===== config.mk =====
export PLATFORM = sky130hd
export DESIGN_NAME = count_pwm_gen
export DESIGN_NICKNAME = d
export VERILOG_FILES = /design/src/rtl/count_pwm_pkg.sv /design/src/rtl/count_pwm_gen_wrap_det.sv /design/src/rtl/count_pwm_gen.sv
export SDC_FILE = /design/constraint.sdc
export NUM_CORES = 1
export LEC_CHECK = 0
export BUFFER_PORTS_ARGS = -buffer_cell sky130_fd_sc_hd__buf_2
export CAP_MARGIN = 20
export CORE_MARGIN = 10
export CORE_UTILIZATION = 35
export DETAILED_ROUTE_END_ITERATION = 16
export GPL_TIMING_DRIVEN = 0
export SLEW_MARGIN = 25
export SYNTH_ARGS = -nofsm -noshare
export SYNTH_HDL_FRONTEND = slang
export SYNTH_SLANG_ARGS = --single-unit

===== constraint.sdc =====
create_clock -name clk -period 4 [get_ports clk]
set_clock_uncertainty 0.1 [all_clocks]
set_input_delay 0.8 -clock clk [delete_from_list [all_inputs] [get_ports clk]]
set_output_delay 0.8 -clock clk [all_outputs]
set_load 0.02 [all_outputs]

===== src/rtl/count_pwm_pkg.sv =====
// Shared types and helpers for the count-driven PWM generator.
// Optional feature macro: PWM_CYCLE_CNT_EN (adds a saturating PWM period counter).
package count_pwm_pkg;

    // Control FSM: IDLE until the first duty arrives, RUN with a settled duty,
    // PENDING while a new duty waits in the shadow register for a period boundary.
    typedef enum logic [1:0] {
        IDLE    = 2'd0,
        RUN     = 2'd1,
        PENDING = 2'd2
    } pwm_state_e;

    // Width of the optional completed-period counter.
    localparam int CYCLE_CNT_W = 16;

    // Widest duty value the clamp helper handles (covers counts up to 16 bits).
    localparam int DUTY_MAX_W = CYCLE_CNT_W + 1;

    // Limit a requested duty to the full-period value.
    function automatic logic [DUTY_MAX_W-1:0] clamp_duty(
        input logic [DUTY_MAX_W-1:0] duty,
        input logic [DUTY_MAX_W-1:0] duty_max
    );
        logic [DUTY_MAX_W-1:0] res;
        if (duty > duty_max) begin
            res = duty_max;
        end else begin
            res = duty;
        end
        return res;
    endfunction

endpackage


===== src/rtl/count_pwm_gen_wrap_det.sv =====
// Watches the incoming free-running count and flags period wraps and
// non-sequential jumps relative to the previously sampled value.
module count_wrap_det #(
    parameter int CNT_W = 4
) (
    input  logic             clk,
    input  logic             rst,
    input  logic [CNT_W-1:0] q_in,
    output logic             wrap,
    output logic             jump
);

    localparam logic [CNT_W-1:0] CNT_MAX  = {CNT_W{1'b1}};
    localparam logic [CNT_W-1:0] CNT_ZERO = {CNT_W{1'b0}};
    localparam logic [CNT_W-1:0] CNT_ONE  = {{(CNT_W-1){1'b0}}, 1'b1};

    logic [CNT_W-1:0] q_prev_q;
    logic [CNT_W-1:0] q_prev_d;
    logic [CNT_W-1:0] q_next_s;
    logic             seq_wrap_s;
    logic             zero_jump_s;

    // Classify the current sample against the previous one.
    always_comb begin
        q_prev_d    = q_in;
        q_next_s    = q_prev_q + CNT_ONE;
        seq_wrap_s  = (q_prev_q == CNT_MAX) && (q_in == CNT_ZERO);
        // A jump straight to zero means the counter was reset: treat it as a
        // period boundary rather than a synchronisation error.
        zero_jump_s = (q_in == CNT_ZERO) && (q_prev_q != CNT_ZERO) && !seq_wrap_s;
        wrap        = seq_wrap_s || zero_jump_s;
        // Holding the same value or stepping by one is legal.
        jump        = (q_in != q_prev_q) && (q_in != q_next_s) && (q_in != CNT_ZERO);
    end

    // Remember the last sampled count.
    always_ff @(posedge clk or posedge rst) begin
        if (rst) begin
            q_prev_q <= CNT_ZERO;
        end else begin
            q_prev_q <= q_prev_d;
        end
    end

endmodule


===== src/rtl/count_pwm_gen.sv =====
// PWM generator fed by an external free-running counter. New duty values are
// held in a shadow register and only take effect at a period wrap.
// Optional feature macro: PWM_CYCLE_CNT_EN adds cycle_cnt, a saturating
// count of observed wraps.
module count_pwm_gen
    import count_pwm_pkg::*;
#(
    parameter int CNT_W = 4
) (
    input  logic                   clk,
    input  logic                   rst,
    input  logic [CNT_W-1:0]       q_in,
    input  logic                   duty_valid,
    input  logic [CNT_W:0]         duty_in,
    output logic                   duty_ready,
    output logic                   pwm_out,
    output logic                   wrap_pulse,
    output logic                   sync_err
`ifdef PWM_CYCLE_CNT_EN
    ,
    output logic [CYCLE_CNT_W-1:0] cycle_cnt
`endif
);

    localparam int                      DUTY_W    = CNT_W + 1;
    localparam logic [DUTY_W-1:0]       DUTY_ZERO = {DUTY_W{1'b0}};
    localparam logic [DUTY_MAX_W-1:0]   DUTY_FULL = DUTY_MAX_W'(1) << CNT_W;

    pwm_state_e        state_q, state_d;
    logic [DUTY_W-1:0] duty_shadow_q, duty_shadow_d;
    logic [DUTY_W-1:0] duty_active_q, duty_active_d;
    logic              duty_ready_q, duty_ready_d;
    logic              pwm_q, pwm_d;
    logic              wrap_pulse_q, wrap_pulse_d;
    logic              sync_err_q, sync_err_d;

    logic              wrap_s;
    logic              jump_s;
    logic              xfer_s;
    logic              pending_wrap_s;
    logic [DUTY_W-1:0] duty_clamped_s;
    logic [DUTY_W-1:0] eff_duty_s;

    count_wrap_det #(
        .CNT_W (CNT_W)
    ) u_wrap_det (
        .clk  (clk),
        .rst  (rst),
        .q_in (q_in),
        .wrap (wrap_s),
        .jump (jump_s)
    );

    // Next-state logic: handshake, shadow/active duty update and compare.
    always_comb begin
        state_d        = state_q;
        duty_shadow_d  = duty_shadow_q;
        duty_active_d  = duty_active_q;

        xfer_s         = duty_valid && duty_ready_q;
        duty_clamped_s = DUTY_W'(clamp_duty(DUTY_MAX_W'(duty_in), DUTY_FULL));
        pending_wrap_s = (state_q == PENDING) && wrap_s;

        // On the wrap that commits a pending duty, the new value already
        // governs sample 0 of the new period.
        if (pending_wrap_s) begin
            eff_duty_s = duty_shadow_q;
        end else begin
            eff_duty_s = duty_active_q;
        end

        case (state_q)
            IDLE, RUN: begin
                // A transfer coinciding with a wrap is still only staged;
                // it is committed at the following wrap.
                if (xfer_s) begin
                    state_d       = PENDING;
                    duty_shadow_d = duty_clamped_s;
                end else begin
                    state_d       = state_q;
                end
            end
            PENDING: begin
                if (wrap_s) begin
                    state_d       = RUN;
                    duty_active_d = duty_shadow_q;
                end else begin
                    state_d       = PENDING;
                end
            end
            default: begin
                state_d       = IDLE;
                duty_shadow_d = DUTY_ZERO;
                duty_active_d = DUTY_ZERO;
            end
        endcase

        pwm_d        = (state_q != IDLE) && ({1'b0, q_in} < eff_duty_s);
        duty_ready_d = (state_d != PENDING);
        wrap_pulse_d = wrap_s;
        sync_err_d   = jump_s;
    end

    // FSM, duty registers and all registered outputs.
    always_ff @(posedge clk or posedge rst) begin
        if (rst) begin
            state_q       <= IDLE;
            duty_shadow_q <= DUTY_ZERO;
            duty_active_q <= DUTY_ZERO;
            duty_ready_q  <= 1'b1;
            pwm_q         <= 1'b0;
            wrap_pulse_q  <= 1'b0;
            sync_err_q    <= 1'b0;
        end else begin
            state_q       <= state_d;
            duty_shadow_q <= duty_shadow_d;
            duty_active_q <= duty_active_d;
            duty_ready_q  <= duty_ready_d;
            pwm_q         <= pwm_d;
            wrap_pulse_q  <= wrap_pulse_d;
            sync_err_q    <= sync_err_d;
        end
    end

    assign duty_ready = duty_ready_q;
    assign pwm_out    = pwm_q;
    assign wrap_pulse = wrap_pulse_q;
    assign sync_err   = sync_err_q;

`ifdef PWM_CYCLE_CNT_EN
    localparam logic [CYCLE_CNT_W-1:0] CYC_MAX = {CYCLE_CNT_W{1'b1}};
    localparam logic [CYCLE_CNT_W-1:0] CYC_ONE = {{(CYCLE_CNT_W-1){1'b0}}, 1'b1};

    logic [CYCLE_CNT_W-1:0] cycle_cnt_q, cycle_cnt_d;

    // Count wrap pulses, holding at the maximum instead of rolling over.
    always_comb begin
        if (wrap_pulse_q && (cycle_cnt_q != CYC_MAX)) begin
            cycle_cnt_d = cycle_cnt_q + CYC_ONE;
        end else begin
            cycle_cnt_d = cycle_cnt_q;
        end
    end

    // Period counter register.
    always_ff @(posedge clk or posedge rst) begin
        if (rst) begin
            cycle_cnt_q <= {CYCLE_CNT_W{1'b0}};
        end else begin
            cycle_cnt_q <= cycle_cnt_d;
        end
    end

    assign cycle_cnt = cycle_cnt_q;
`endif

endmodule


==> results of run 1 <==
cells in the final DEF, fill, tap and decap left out, drive strengths merged, types with 2 or more instances in the layout:
| master | netlist | routed |
|---|---|---|
| o2bb2ai | 5 | 5 |
| nand2 | 2 | 2 |
| clkbuf | 2 | 5 |
| nor3 | 2 | 2 |
| o21ai | 2 | 2 |
| inv | 8 | 8 |
| nand2b | 2 | 2 |
| a21oi | 4 | 4 |
| dfrtp | 19 | 19 |
| a22oi | 3 | 3 |
| mux2i | 4 | 4 |
| nor2 | 4 | 4 |
| a22o | 4 | 4 |
| buf | 1 | 16 |
| ha | 5 | 5 |
| xor2 | 5 | 5 |
| xnor2 | 2 | 2 |
layout make-up:
type | count | area [um^2] | share of cell area (%)
buffer | 3 | 18.8 | 1.58
clock buffer | 3 | 22.5 | 1.90
clock inverter | 1 | 30.0 | 2.53
inverter | 8 | 30.0 | 2.53
multi-input combinational | 58 | 470 | 39.6
sequential | 20 | 502 | 42.3
tap | 31 | 38.8 | 3.27
timing repair buffer | 15 | 75.1 | 6.32
cells in the mapped netlist (all sizes together) (2+ instances only):
library cell | number | area, um^2
xor2 | 5 | 43.8
nor3 | 2 | 10.0
ha | 5 | 62.6
nor2 | 4 | 22.5
dfrtp | 19 | 475
a22oi | 3 | 22.5
inv | 8 | 30.0
o2bb2ai | 5 | 43.8
o21ai | 2 | 10.0
a22o | 4 | 35.0
a21oi | 4 | 20.0
mux2i | 4 | 40.0
xnor2 | 2 | 17.5
clkbuf | 2 | 7.51
nand2b | 2 | 12.5
nand2 | 2 | 7.51
worst max path at each step:
stage,endpoint,slack (ps)
after floorplan,pwm_out$_DFF_PP0_,790
after global placement,pwm_out$_DFF_PP0_,490
after detailed placement,pwm_out$_DFF_PP0_,480
after CTS,pwm_out$_DFF_PP0_,790
after global routing,pwm_out$_DFF_PP0_,740
final,pwm_out$_DFF_PP0_,790
stage by stage:
step | power, mW | util (%) | cells | hold slack (ps)
2_1_floorplan | 0.514 | - | 89 | 356
3_3_place_gp | 0.574 | 40.8 | 135 | 375
3_5_place_dp | 0.582 | 40.8 | 135 | 386
4_1_cts | 0.748 | 42.7 | 139 | 413
5_1_grt | 0.798 | 42.7 | 139 | 423
6_report | 0.740 | 42.7 | 139 | 406
flip-flops by register name, summed over array words and instances (netlist names):
name and flops:
duty_active_q 5, duty_ready 1, duty_shadow_q 5, pwm_out 1, state_q 2, sync_err 1
u_wrap_det.q_prev_q 4, wrap_pulse 1
cells by family after synthesis:
group	Yosys count	share of synthesized area, %
buf+inv	11	4.78
xor+xnor	7	6.01
fa+ha+maj	5	6.13
flops	20	49.1
simple gates	15	8.70
mux	4	3.92
compound gates	27	21.3
metal layers:
| metal | up-vias | GRT usage (%) | share of wire [%] |
|---|---|---|---|
| met5 | - | 0 | 0 |
| met4 | 0 | 2.48 | 0.80 |
| met3 | 2 | 3.19 | 5.2 |
| met2 | 12 | 12.9 | 46 |
| met1 | 346 | 9.97 | 48 |
| li1 | 371 | - | - |
power by group through the flow:
stage | Sequential (mW) | Clock [mW] | Combinational (mW)
CTS | 0.320 | 0.167 | 0.260
floorplan | 0.329 | 0 | 0.185
detailed placement | 0.324 | 0 | 0.258
finish | 0.320 | 0.163 | 0.257
global placement | 0.321 | 0 | 0.253
global route | 0.329 | 0.177 | 0.292
==> reports/metrics.yaml, run 1 <==
status:
  status: "finished clean"
cts:
  ctsResizeCount: 0
  cts_buffer_depth: 2
  clockRootBuffer: "clkbuf_4"
  cts_hold_buf: 0
  clk_pin_slew_ps: 110
  numCtsBuffers: 3
  postCtsSetupBuffers: 0
  cts_tree: "done"
  insertion_delay_ps: 300
  cts_sinks: 20
  h-tree-depth: 1
floorplanning:
  io_pins: 16
  start_util_pct: 36.7
  die_x_um: 74.0
  die_y_um: 74.0
  rows: 19
  fp.coreArea_um2: 2780
  fp.dieArea_um2: 5480
power_and_ir_drop:
  pwr-share-clk_pct: 22.0
  p_leak_nw: 0.563
  p_switching_mw: 0.249
  p_per_area_nw_per_um2: 623
  p_int_mw: 0.491
  p_comb_share_pct: 34.7
  swShare_pct: 33.6
  ir_worst_vdd_mv: 0.517
  seqPwrFrac_pct: 43.3
drt:
  wire_per_inst_um: 14.5
  initialDrtViolationCount: 22
  vias: 731
  ant_nets: 0
  drt_wl_total_um: 2010
  drtPass1Iterations: 4
  vias_per_cell: 5.26
  drc: 0
yosys:
  avgSynthCellArea_um2: 11.5
  ys_async_sr_fraction_pct: 100
  synth_edf_count: 0
  ys.flop_type: "dfrtp_1"
  yosysWarnings: 0
  seq_area_frac_synth_pct: 49.1
  netlist_area_um2: 1020
  synthCells: 89
  ys_seq_elements: 20
  syn-num-nets: 106
  synth_cell_types: 34
placement:
  place_ws_ps: 480
  gp_congestion: 0.793
  placedInstanceArea_um2: 1130
  port_buffers: 15
  hpwl_um: 1580
critical_path:
  ff2ff_path_depth: 12
  slowest_stage: "or4_4"
  r2r-end: "pwm_out$_DFF_PP0_"
  crit_family: "simple AND/OR/NAND/NOR gates"
  critical_path_cell_count: 11
  cp_cell_sequence: "buf_2, or4_4, or2_1, buf_6, nor2_4, mux2i_1, ha_1, a21o_1, a211o_1, a311o_1, o221ai_2"
  cp-startpoint: "q_in[1]"
  r2r_slack_ps: 1190
  cp.arrival_ps: 3340
  crit_required_ps: 4120
  worst-path-buf-inv: 2
  critical_path.max_stage_delay_ps: 560
  start_kind: "input port"
  crit_fanout: 10
  rr_startpoint: "u_wrap_det.q_prev_q[0]$_DFF_PP0_"
  end_kind: "flop"
  worst-setup-path-type: "input port to flop"
sta:
  relSlewSlack_pct: 50.8
  fin_crit_sh_pct: 80.3
  hold_viol_final: 0
  fin_setup_tns_ps: 0
  tightest_slew_ps: 738
  finalSetupViolations: 0
  slew_viol_final: 0
  fin_crit_ps: 3210
  fin_ws_ps: 789
  rsz0062_at_grt: "false"
  fmax_ghz: 0.311
grt:
  grt_antenna_before_repair: 0
  grt_overflow_total: 0
  grt_pass1_wl_um: 3560
  grt_use_total_pct: 8.14
  grt_pass1_vias: 795
  grt_max_degree: 21
worst_hold_path:
  hold-path-endpoint: "duty_active_q[4]$_DFFE_PP0P_"
  hold_start: "duty_active_q[4]$_DFFE_PP0P_"
  worstHoldPathType: "flop to flop"
  hold_depth: 1
layout:
  fillers: 269
  stdcell_area_um2: 1190
  nNetsFinal: 126
  diodes: 0
  area_delta_synth_final_pct: 16.3
  drive_gt1_share_pct: 24.1
run:
  cap_violations: 0
Power figures use the tool's default switching activity.
==> run 2: changes to the inputs <==
- clock period: 4 -> 2.6 ns (I/O delays scaled with it)
==> run 2 against run 1 <==
Net effect: the run now ends with negative setup slack left; die area unchanged; flip-flop and latch count stayed put; core utilization up 3.6 points; non-clock buffer count is 7 higher; clock power increased by 55%; combinational power is 65% higher; via count up 4.9%; hold slack got worse by 190 ps; setup slack got worse by 900 ps; critical path type unchanged; largest power group unchanged; highest routed layer unchanged.
==> reports/metrics.yaml, run 2 (same netlist as run 1, synthesis figures left out) <==
sta:
  slew_viol_final: 0  # unchanged
  hold_viol_final: 0  # unchanged
  fin_crit_sh_pct: 104
  relSlewSlack_pct: 50.9  # was 50.8%
  fin_setup_tns_ps: -113  # was 0 ps
  fin_crit_ps: 2710
  rsz0062_at_grt: "true"  # was false
  finalSetupViolations: 1  # was 0
  tightest_slew_ps: 736  # was 738 ps
  fmax_ghz: 0.369
  fin_ws_ps: -113  # was 789 ps
floorplanning:
  fp.dieArea_um2: 5480  # unchanged
  die_x_um: 74.0  # unchanged
  rows: 19  # unchanged
  start_util_pct: 36.7  # unchanged
  die_y_um: 74.0  # unchanged
  fp.coreArea_um2: 2780  # unchanged
  io_pins: 16  # unchanged
grt:
  grt_overflow_total: 0  # unchanged
  grt_pass1_wl_um: 3770  # was 3560 um
  grt_pass1_vias: 831  # was 795
  grt_antenna_before_repair: 0  # unchanged
  grt_use_total_pct: 8.60  # was 8.14%
  grt_max_degree: 21  # unchanged
layout:
  stdcell_area_um2: 1290  # was 1190 um^2
  layout_common_cells: "dfrtp_1 (19), buf_2 (12), inv_1 (7), buf_4 (7)"  # was dfrtp_1 (19), buf_2 (15), inv_1 (7)
  nNetsFinal: 133  # was 126
  mostFrequentLayoutCell: "dfrtp_1"  # unchanged
  reg_top3: "duty_active_q: 5 flops, duty_shadow_q: 5 flops, u_wrap_det.q_prev_q: 4 flops"  # unchanged
  diodes: 0  # unchanged
  area_delta_synth_final_pct: 26.0  # was 16.3%
  drive_gt1_share_pct: 33.0  # was 24.1%
  fin_util_pct: 46.2  # was 42.7%
critical_path:
  critical_path.max_stage_delay_ps: 520  # was 560 ps
  cp_cell_sequence: "buf_8, or4_4, or2_4, nor2_4, mux2i_1, ha_1, a21o_1, a211o_1, a311o_1, o221ai_2"  # was buf_2, or4_4, or2_1, buf_6, nor2_4, mux2i_1, ha_1, a21o_1, a211o_1, a311o_1, o221ai_2
  cp.arrival_ps: 2840  # was 3340 ps
  slowest_stage: "or4_4"  # unchanged
  worst-setup-path-type: "input port to flop"  # unchanged
  crit_required_ps: 2730  # was 4120 ps
  crit_fanout: 3  # was 10
  start_kind: "input port"  # unchanged
  crit_family: "simple AND/OR/NAND/NOR gates"  # unchanged
  worst-path-buf-inv: 1  # was 2
  end_kind: "flop"  # unchanged
cts:
  cts_tree: "done"  # unchanged
  insertion_delay_ps: 300  # about the same
  clk_pin_slew_ps: 110  # about the same
  cts_sinks: 20  # unchanged
  cts_buffer_depth: 2  # unchanged
  clockRootBuffer: "clkbuf_4"  # unchanged
  h-tree-depth: 1  # unchanged
  numCtsBuffers: 3  # unchanged
drt:
  ant_nets: 0  # unchanged
  wire_per_inst_um: 15.0  # was 14.5 um
  drtPass1Iterations: 4  # unchanged
  drt_wl_total_um: 2190  # was 2010 um
  initialDrtViolationCount: 23  # was 22
  drc: 0  # unchanged
  vias_per_cell: 5.25  # was 5.26
  vias: 767  # was 731
power_and_ir_drop:
  p_comb_share_pct: 36.1  # was 34.7%
  seqPwrFrac_pct: 42.4  # was 43.3%
  p_switching_mw: 0.397  # was 0.249 mW
  swShare_pct: 33.8  # was 33.6%
  p_int_mw: 0.779  # was 0.491 mW
  p_per_area_nw_per_um2: 915  # was 623 nW/um^2
  fin_total_pwr_mw: 1.18  # was 0.740 mW
  pwr-share-clk_pct: 21.4  # was 22.0%
  p_leak_nw: 0.615  # was 0.563 nW
  ir_worst_vdd_mv: 0.794  # was 0.517 mV
placement:
  hpwl_um: 1580  # unchanged
  placedInstanceArea_um2: 1130  # unchanged
  port_buffers: 15  # unchanged
  gp_congestion: 0.793  # unchanged
status:
  status: "complete, but fails checks"  # was finished clean
  violations: "negative setup slack"
worst_hold_path:
  worstHoldPathType: "input port to asynchronous set/reset pin"  # was flop to flop
run:
  cap_violations: 0  # unchanged
-- run 2: path summary, 6_finish.rpt --
path / startpoint / to / slack (ps) / cells past startpoint
min in group clk: q_in[3] / u_wrap_det.q_prev_q[3]$_DFF_PP0_ / 260 / 1
setup / recovery: q_in[0] / pwm_out$_DFF_PP0_ / -110 / 10
setup reg to reg: u_wrap_det.q_prev_q[1]$_DFF_PP0_ / pwm_out$_DFF_PP0_ / -40 / 11
max in group asynchronous: rst / state_q[0]$_DFF_PP0_ / 1720 / 2
hold reg to reg: duty_active_q[4]$_DFFE_PP0P_ / duty_active_q[4]$_DFFE_PP0P_ / 410 / 1
hold / removal: rst / wrap_pulse$_DFF_PP0_ / 220 / 2
-- run 2: final cells by class --
type,instances,area (um^2)
fillers,261,1500
flip-flops and latches,20,502
multi-input cells,58,490
repair buffers,23,165
well taps,31,38.8
clock inverters,1,30.0
inverters,8,30.0
clock buffers,3,22.5
plain buffers,2,7.51
-- run 2: power groups by stage --
stage / combinational, mW / clock (mW) / sequential (mW)
detailed placement: 0.397 / 0 / 0.499
floorplan: 0.285 / 0 / 0.506
finish: 0.425 / 0.252 / 0.499
global route: 0.483 / 0.272 / 0.512
CTS: 0.409 / 0.258 / 0.492
global placement: 0.389 / 0 / 0.494
-- run 2: through the flow --
| stage | std cells | hold slack (ps) | setup WS (ps) |
|---|---|---|---|
| 2_1_floorplan | 89 | 356 | -334 |
| 3_3_place_gp | 135 | 375 | -627 |
| 3_5_place_dp | 135 | 386 | -640 |
| 4_1_cts | 145 | 229 | -208 |
| 5_1_grt | 146 | 247 | -190 |
| 6_report | 146 | 220 | -113 |
-- run 2: timing repair --
action / CTS / global route
buffers inserted: 6 / 2
hold buffers: 0 / 0
gates resized for setup: 5 / 9
endpoints found under the hold margin: 0 / 0
pin swaps: 7 / 9
setup endpoints to repair: 1 / 1
-- run 2: layer usage --
metal	vias up	share of wire, %	track usage (%)
met3	2	5.2	3.19
met2	14	49	13.7
met4	0	0.73	2.48
li1	383	-	-
met5	-	0	0
met1	368	45	10.6
